### src/rtl/lcd_bus_scheduler.sv
// Round-robin scheduler for two character-LCD write requesters; runs the full
// write cycle (setup, E pulse, hold, execution wait) on the board LCD pins.
module lcd_bus_scheduler #(
    parameter int E_SETUP  = 2,
    parameter int E_HIGH   = 12,
    parameter int EXEC_MIN = 2000,
    parameter int CNT_W    = 20
) (
    input  logic             CLK_50MHZ,
    input  logic             RST_N,
    input  logic             REQ0,
    input  logic             REQ1,
    input  logic             RS0,
    input  logic             RS1,
    input  logic [7:0]       DB0,
    input  logic [7:0]       DB1,
    input  logic [CNT_W-1:0] WAIT0,
    input  logic [CNT_W-1:0] WAIT1,
    output logic             GNT0,
    output logic             GNT1,
    output logic             DONE0,
    output logic             DONE1,
    output logic             BUSY,
    output logic [7:0]       LCD_DB,
    output logic             LCD_E,
    output logic             LCD_RS,
    output logic             LCD_RW
);
    localparam int CW = CNT_W + 1;
    localparam logic [CW-1:0] SETUP_LOAD = CW'(E_SETUP - 1);
    localparam logic [CW-1:0] PULSE_LOAD = CW'(E_HIGH - 1);
    localparam logic [CW-1:0] EXEC_BASE  = CW'(EXEC_MIN - 1);
    localparam logic [CW-1:0] CNT_ONE    = CW'(1);

    typedef enum logic [2:0] {
        ST_IDLE,
        ST_SETUP,
        ST_PULSE,
        ST_HOLD,
        ST_EXEC
    } state_t;

    state_t           state_q, state_d;
    logic [CW-1:0]    cnt_q, cnt_d;
    logic [CNT_W-1:0] wait_q, wait_d;
    logic             last_q, last_d;
    logic [7:0]       lcd_db_q, lcd_db_d;
    logic             lcd_rs_q, lcd_rs_d;
    logic             gnt0_q, gnt0_d;
    logic             gnt1_q, gnt1_d;
    logic             winner;
    logic             cnt_zero;

    // On a tie the port that was not served last wins; last_q also names the current owner.
    assign winner   = (REQ0 && REQ1) ? ~last_q : REQ1;
    assign cnt_zero = (cnt_q == '0);

    always_comb begin
        state_d  = state_q;
        cnt_d    = cnt_q;
        wait_d   = wait_q;
        last_d   = last_q;
        lcd_db_d = lcd_db_q;
        lcd_rs_d = lcd_rs_q;
        gnt0_d   = 1'b0;
        gnt1_d   = 1'b0;
        case (state_q)
            ST_IDLE: begin
                if (REQ0 || REQ1) begin
                    lcd_rs_d = winner ? RS1 : RS0;
                    lcd_db_d = winner ? DB1 : DB0;
                    wait_d   = winner ? WAIT1 : WAIT0;
                    last_d   = winner;
                    gnt0_d   = ~winner;
                    gnt1_d   = winner;
                    cnt_d    = SETUP_LOAD;
                    state_d  = ST_SETUP;
                end
            end
            ST_SETUP: begin
                if (cnt_zero) begin
                    cnt_d   = PULSE_LOAD;
                    state_d = ST_PULSE;
                end else begin
                    cnt_d = cnt_q - CNT_ONE;
                end
            end
            ST_PULSE: begin
                if (cnt_zero) begin
                    state_d = ST_HOLD;
                end else begin
                    cnt_d = cnt_q - CNT_ONE;
                end
            end
            ST_HOLD: begin
                // One spare counter bit keeps EXEC_MIN plus the widest extra wait from wrapping.
                cnt_d   = EXEC_BASE + {1'b0, wait_q};
                state_d = ST_EXEC;
            end
            ST_EXEC: begin
                if (cnt_zero) begin
                    state_d = ST_IDLE;
                end else begin
                    cnt_d = cnt_q - CNT_ONE;
                end
            end
            default: begin
                state_d = ST_IDLE;
                cnt_d   = '0;
            end
        endcase
    end

    always_ff @(posedge CLK_50MHZ or negedge RST_N) begin
        if (!RST_N) begin
            state_q  <= ST_IDLE;
            cnt_q    <= '0;
            wait_q   <= '0;
            last_q   <= 1'b1;
            lcd_db_q <= 8'h00;
            lcd_rs_q <= 1'b0;
            gnt0_q   <= 1'b0;
            gnt1_q   <= 1'b0;
        end else begin
            state_q  <= state_d;
            cnt_q    <= cnt_d;
            wait_q   <= wait_d;
            last_q   <= last_d;
            lcd_db_q <= lcd_db_d;
            lcd_rs_q <= lcd_rs_d;
            gnt0_q   <= gnt0_d;
            gnt1_q   <= gnt1_d;
        end
    end

    // Decoded from the state flop so E drops the instant reset is asserted.
    assign LCD_E  = (state_q == ST_PULSE);
    assign BUSY   = (state_q != ST_IDLE);
    assign DONE0  = (state_q == ST_EXEC) && cnt_zero && !last_q;
    assign DONE1  = (state_q == ST_EXEC) && cnt_zero && last_q;
    assign GNT0   = gnt0_q;
    assign GNT1   = gnt1_q;
    assign LCD_DB = lcd_db_q;
    assign LCD_RS = lcd_rs_q;
    assign LCD_RW = 1'b0;

endmodule

### config.mk
export PLATFORM = sky130hd
export DESIGN_NAME = lcd_bus_scheduler
export DESIGN_NICKNAME = d
export VERILOG_FILES = /design/src/rtl/lcd_bus_scheduler.sv
export SDC_FILE = /design/constraint.sdc
export NUM_CORES = 1
export LEC_CHECK = 0
export ABC_AREA = 1
export CORE_ASPECT_RATIO = 0.8
export CORE_MARGIN = 2
export CORE_UTILIZATION = 52
export CTS_BUF_LIST = sky130_fd_sc_hd__clkbuf_8
export CTS_CLUSTER_DIAMETER = 80
export DETAILED_ROUTE_END_ITERATION = 8
export PLACE_DENSITY = 0.83
export SETUP_SLACK_MARGIN = 0.5
export SLEW_MARGIN = 5
export SYNTH_ARGS = -nofsm -noshare
export SYNTH_HDL_FRONTEND = slang
export SYNTH_SLANG_ARGS = --single-unit
### constraint.sdc
create_clock -name CLK_50MHZ -period 2.9 [get_ports CLK_50MHZ]
set_input_delay 0.58 -clock CLK_50MHZ [delete_from_list [all_inputs] [get_ports CLK_50MHZ]]
set_output_delay 0.58 -clock CLK_50MHZ [all_outputs]
set_load 0.05 [all_outputs]
Word-level counts from Yosys, hierarchy flattened
Index checks and enable logic that the tools add are counted.
Cells by class
  add/subtract/negate cells: 2
  equality and inequality tests: 9
  muxes and demuxes: 17
  bitwise gates (word level): 2
  reduce and logical (&&, ||, !) cells: 13
Operators with widths (number)
  case mux 21 bit (4 select lines): 1
  two-way mux 21 bit: 3
  adder 11 x 20 -> 21 bit, first input constant: 1
  zero test 21 bit: 1
  subtractor 21 x 1 -> 21 bit, second input constant: 1
  two-way mux 20 bit: 1
  case mux 3 bit (5 select lines): 1
  two-way mux 3 bit: 4
  two-way mux 8 bit: 1
  != test 2 bit, second input constant: 4
  equality test 3 x 2 -> 1 bit, second input constant: 2
  two-way mux 1 bit: 6
  logical AND 1 bit: 4
  AND reduction 2 bit: 2
  AND reduction 4 bit: 1
  equality test 3 x 1 -> 1 bit, second input constant: 1
  equality test 3 bit, second input constant: 1
  zero test 3 bit: 1
  nonzero test 3 bit: 1
  != test 2 x 1 -> 1 bit, second input constant: 1
  inverter 1 bit: 2
  OR reduction 2 bit: 1
  zero test 1 bit: 1
  logical OR 1 bit: 1
Word-level totals
  bits in registers: 56
  input port bits: 62
  output and inout bits: 16
  word-level logic and storage cells: 51

Logic depth before layout (Yosys ltp)
  depth after elaboration: 5
  gate-level depth with buffers: 12
  depth with buffers taken out: 12

Least setup slack after synthesis
OpenSTA, ideal clock, no wires.
  kind: register to output
  from: register cnt_q[13]
  to: output DONE0
  data arrival time: 1.837 ns
  required time: 2.320 ns
  path slack: 0.483 ns
  stages on the path, launching flop included: 7
  path buffers: 0
  cell sequence: dfrtp_1 -> nor2_1 -> nand2_1 -> nor2_4 -> nand3_1 -> or2_2 -> nor2_1
Between the ends
  word-level cells in the longest chain between the ends: 3
RTL lines
  start: declaration: line 44  | logic [CW-1:0] cnt_q, cnt_d;
  start signal: assignment: line 126  | cnt_q <= cnt_d;
  zero test 21 bit: line 56  | assign cnt_zero = (cnt_q == '0);
  logical AND 1 bit (2 in series): line 139  | assign DONE0 = (state_q == ST_EXEC) && cnt_zero && !last_q;
  end: declaration: line 21  | output logic DONE0,
Every way passes these cells.

Worst setup path in the final report
  from: register cnt_q[0]
  to: output DONE1
Between the ends
  word-level cells in the longest chain between the ends: 3
RTL lines
  zero test 21 bit: line 56
  logical AND 1 bit (2 in series): line 140  | assign DONE1 = (state_q == ST_EXEC) && cnt_zero && last_q;
  end: declaration: line 22  | output logic DONE1,
Every way passes these cells.

==> out/metrics.yaml <==
setup_path:
  worst-setup-path-type: "reg -> out"
  path_cells: "inv_2, ha_4, nand3_1, nor2_2, nand3_2, or2_4, nor2_4, buf_8"
  start_kind: "register"
  critical_path_sink_type: "primary output"
  critical_path_required_ns: 2.32
  arrival_ns: 1.81
  critPathBufInv: 2
  critical_path_s_slowest_cell: "dfrtp_1"
  cpPeakStageDelay_ns: 0.41
  critPathMaxFanout: 3
  critical-path-top-delay-family: "simple AND/OR/NAND/NOR gates"
synth:
  synth_enable_flop_cells: 0
  synthesis.yosys.warnings: 0
  syn_area_um2: 3530
  synth_cell_types: 32
  async_reset_ff_share_pct: 100
  synthCells: 516
  synth_fp_nets: 581
  part_of_the_yosys_area_used_for_sequential_elements_pct: 39.7
  avg_cell_area_syn_um2: 6.85
  ys_seq_elements: 56
  synth-main-ff-cell: "dfrtp_1"
global_route:
  grt_max_degree: 57
  grt_remaining_overflow: 0
  number_of_antenna_violations_at_the_first_check_in_global_routing: 0
  grt_first_pass_wirelength_mm: 15.9
  grt_usage_pct: 26.7
  first_global_vias: 3586
detailed_routing:
  drt_first_pass_iters: 7
  routed_wirelength_mm: 9.59
  vias_per_cell: 5.30
  ant_nets: 0
  wl_per_cell_um: 13.9
  num_vias: 3666
  drc_markers: 0
  drt_iter0_drc: 201
cts:
  cts.htree.levels: 2
  clkSlewWorstSetupHoldPaths_ns: 0.10
  ctsLongestPathBuffers: 2
  cts-root-buf: "clkbuf_8"
  tritoncts: "built"
  number_of_buffers_added_to_fix_hold_violations_after_cts: 0
  cts.sinks: 56
  number_of_cts_inserted_buffers: 5
  clock_insertion_delay_worst_skew_ns: 0.32
timing:
  fin_crit_ns: 2.39
  finalCritPeriodShare_pct: 82.6
  max_slew.worst_pin.slew_ns: 0.722
  report.final.setup_viol: 0
  maxClockFrequency_mhz: 418
  slew_violations: 0
  final.setup_skew_ns: 0.00692
  setup_repair_after_global_routing_missed_its_margin: "true"
  max-slew-margin-rel_pct: 51.9
  hold_violations: 0
  setup_tns_ns: 0
run_status:
  status: "completed"
floorplan:
  design.portCount: 78
  fp.coreArea_um2: 6470
  start_util_pct: 54.6
  floorplan.die.width_um: 96.2
  die_height_um: 77.7
  placement_rows: 26
  die-area_um2: 7480
pwr:
  irDropWorstVdd_uv: 232
  p_leak_uw: 0.00212
  power_density_nw_per_um2: 494
finish:
  nets: 673
  proportion_of_layout_cells_with_a_drive_suffix_above_1_pct: 10.7
  final-instance-count-excl-fill: 692
  insertedDiodeCount: 0
  n_fill_cell: 522
  syn_to_final_growth_pct: 31.5
run:
  maxCapViolCount: 0
placed_design:
  place.detailed.instances: 667
  finalWeightedCongestion: 0.952
  hpwlAfterDp_mm: 6.91
  port_buffers: 76
hold_path:
  timing.hold.worst.class: "in -> async"
-- layer usage --
layer	share of wire, %	vias up	wire (µm)	global-route usage, %
met5	0	-	0	0
met4	1.5	0	143	6.57
met3	6.3	14	601	6.12
met2	49	118	4720	44.9
met1	43	1706	4130	34.6
li1	-	1828	-	-
-- state kept, by name (all words and copies together) (netlist names) --
name	flops
LCD_RS	1
state_q	3
last_q	1
LCD_DB	8
GNT0	1
GNT1	1
cnt_q	21
wait_q	20
-- path summary, 6_finish.rpt --
path                                start   endpoint  slack, ns  cells past startpoint
worst max register to register   cnt_q[1]  cnt_q[15]       1.01                      9
min in group CLK_50MHZ          LCD_DB[1]  LCD_DB[1]       0.50                      2
worst min-delay path                RST_N   cnt_q[5]       0.40                      2
worst min register to register  LCD_DB[1]  LCD_DB[1]       0.50                      2
worst max-delay path             cnt_q[0]      DONE1       0.51                      8
max in group asynchronous           RST_N   cnt_q[9]       1.98                      2
-- cells in the mapped netlist (2+ instances only) --
| master | n | area, µm² |
|---|---|---|
| o21ai_1 | 3 | 15.0 |
| clkbuf_1 | 4 | 15.0 |
| ha_1 | 3 | 37.5 |
| nor2_1 | 49 | 184 |
| nor2_2 | 4 | 25.0 |
| nor2_4 | 2 | 22.5 |
| buf_6 | 2 | 22.5 |
| nand4_1 | 7 | 43.8 |
| dfrtp_1 | 55 | 1380 |
| xor2_1 | 10 | 87.6 |
| xnor2_1 | 4 | 35.0 |
| a21oi_1 | 11 | 55.1 |
| nand2_1 | 200 | 751 |
| buf_4 | 2 | 15.0 |
| nor3_1 | 3 | 15.0 |
| o21ai_2 | 2 | 17.5 |
| or2_2 | 2 | 12.5 |
| o211ai_1 | 16 | 120 |
| o21ai_0 | 24 | 120 |
| inv_1 | 47 | 176 |
| buf_2 | 6 | 30.0 |
| nand3_1 | 46 | 230 |
| o21bai_1 | 5 | 37.5 |
-- what timing repair did --
action | CTS | global route
endpoints found under the setup margin | 4 | 2
resized for setup | 19 | 9
setup buffers | 7 | 11
pin swaps | 2 | 8
-- cells by family after synthesis --
logic type	share of synthesized area, %
buffers and inverters	8.00
DFF	39.7
adders and majority gates	1.06
xor gates and xnor gates	3.47
AOI/OAI and AO/OA	10.9
other	0.106
and+or+nand+nor	36.8
-- through the flow --
step / worst slack (ns) / power, µW / hold WS, ns / utilization [%] / area (µm²)
CTS: 0.518 / 2180 / 0.432 / 70.0 / 4530
global route: 0.428 / 2440 / 0.475 / 71.8 / 4650
global placement: 0.721 / 1620 / 0.478 / 67.0 / 4340
finish: 0.506 / 2300 / 0.399 / 71.8 / 4650
floorplan: 0.483 / 1420 / 0.284 / - / 3530
detailed placement: 0.680 / 1650 / 0.483 / 67.0 / 4340
-- cells in the final DEF, fill, tap and decap left out, types with 4 or more instances in the layout --
cell	instances
nor2_4	7
nor2_1	39
clkdlybuf4s50_1	71
buf_4	24
clkbuf_8	7
nand2_1	200
dfrtp_1	52
xor2_1	10
nand4_1	7
inv_1	45
o211ai_1	16
o21bai_1	5
nor2_2	9
a21oi_1	11
nand3_1	45
xnor2_1	4
o21ai_0	24
-- layout make-up --
cell class / instances / area (µm²) / area share, %
well taps: 84 / 105 / 2.26
multi-input cells: 397 / 1920 / 41.3
flip-flops and latches: 56 / 1410 / 30.3
clock buffers: 7 / 96.3 / 2.07
inverters: 48 / 180 / 3.88
repair buffers: 100 / 940 / 20.2
-- power breakdown --
group	total [µW]	switching, µW	internal [µW]
clock network	470	257	213
logic	778	390	388
registers	1050	143	904
total	2300	790	1510
Power figures use the tool's default switching activity.
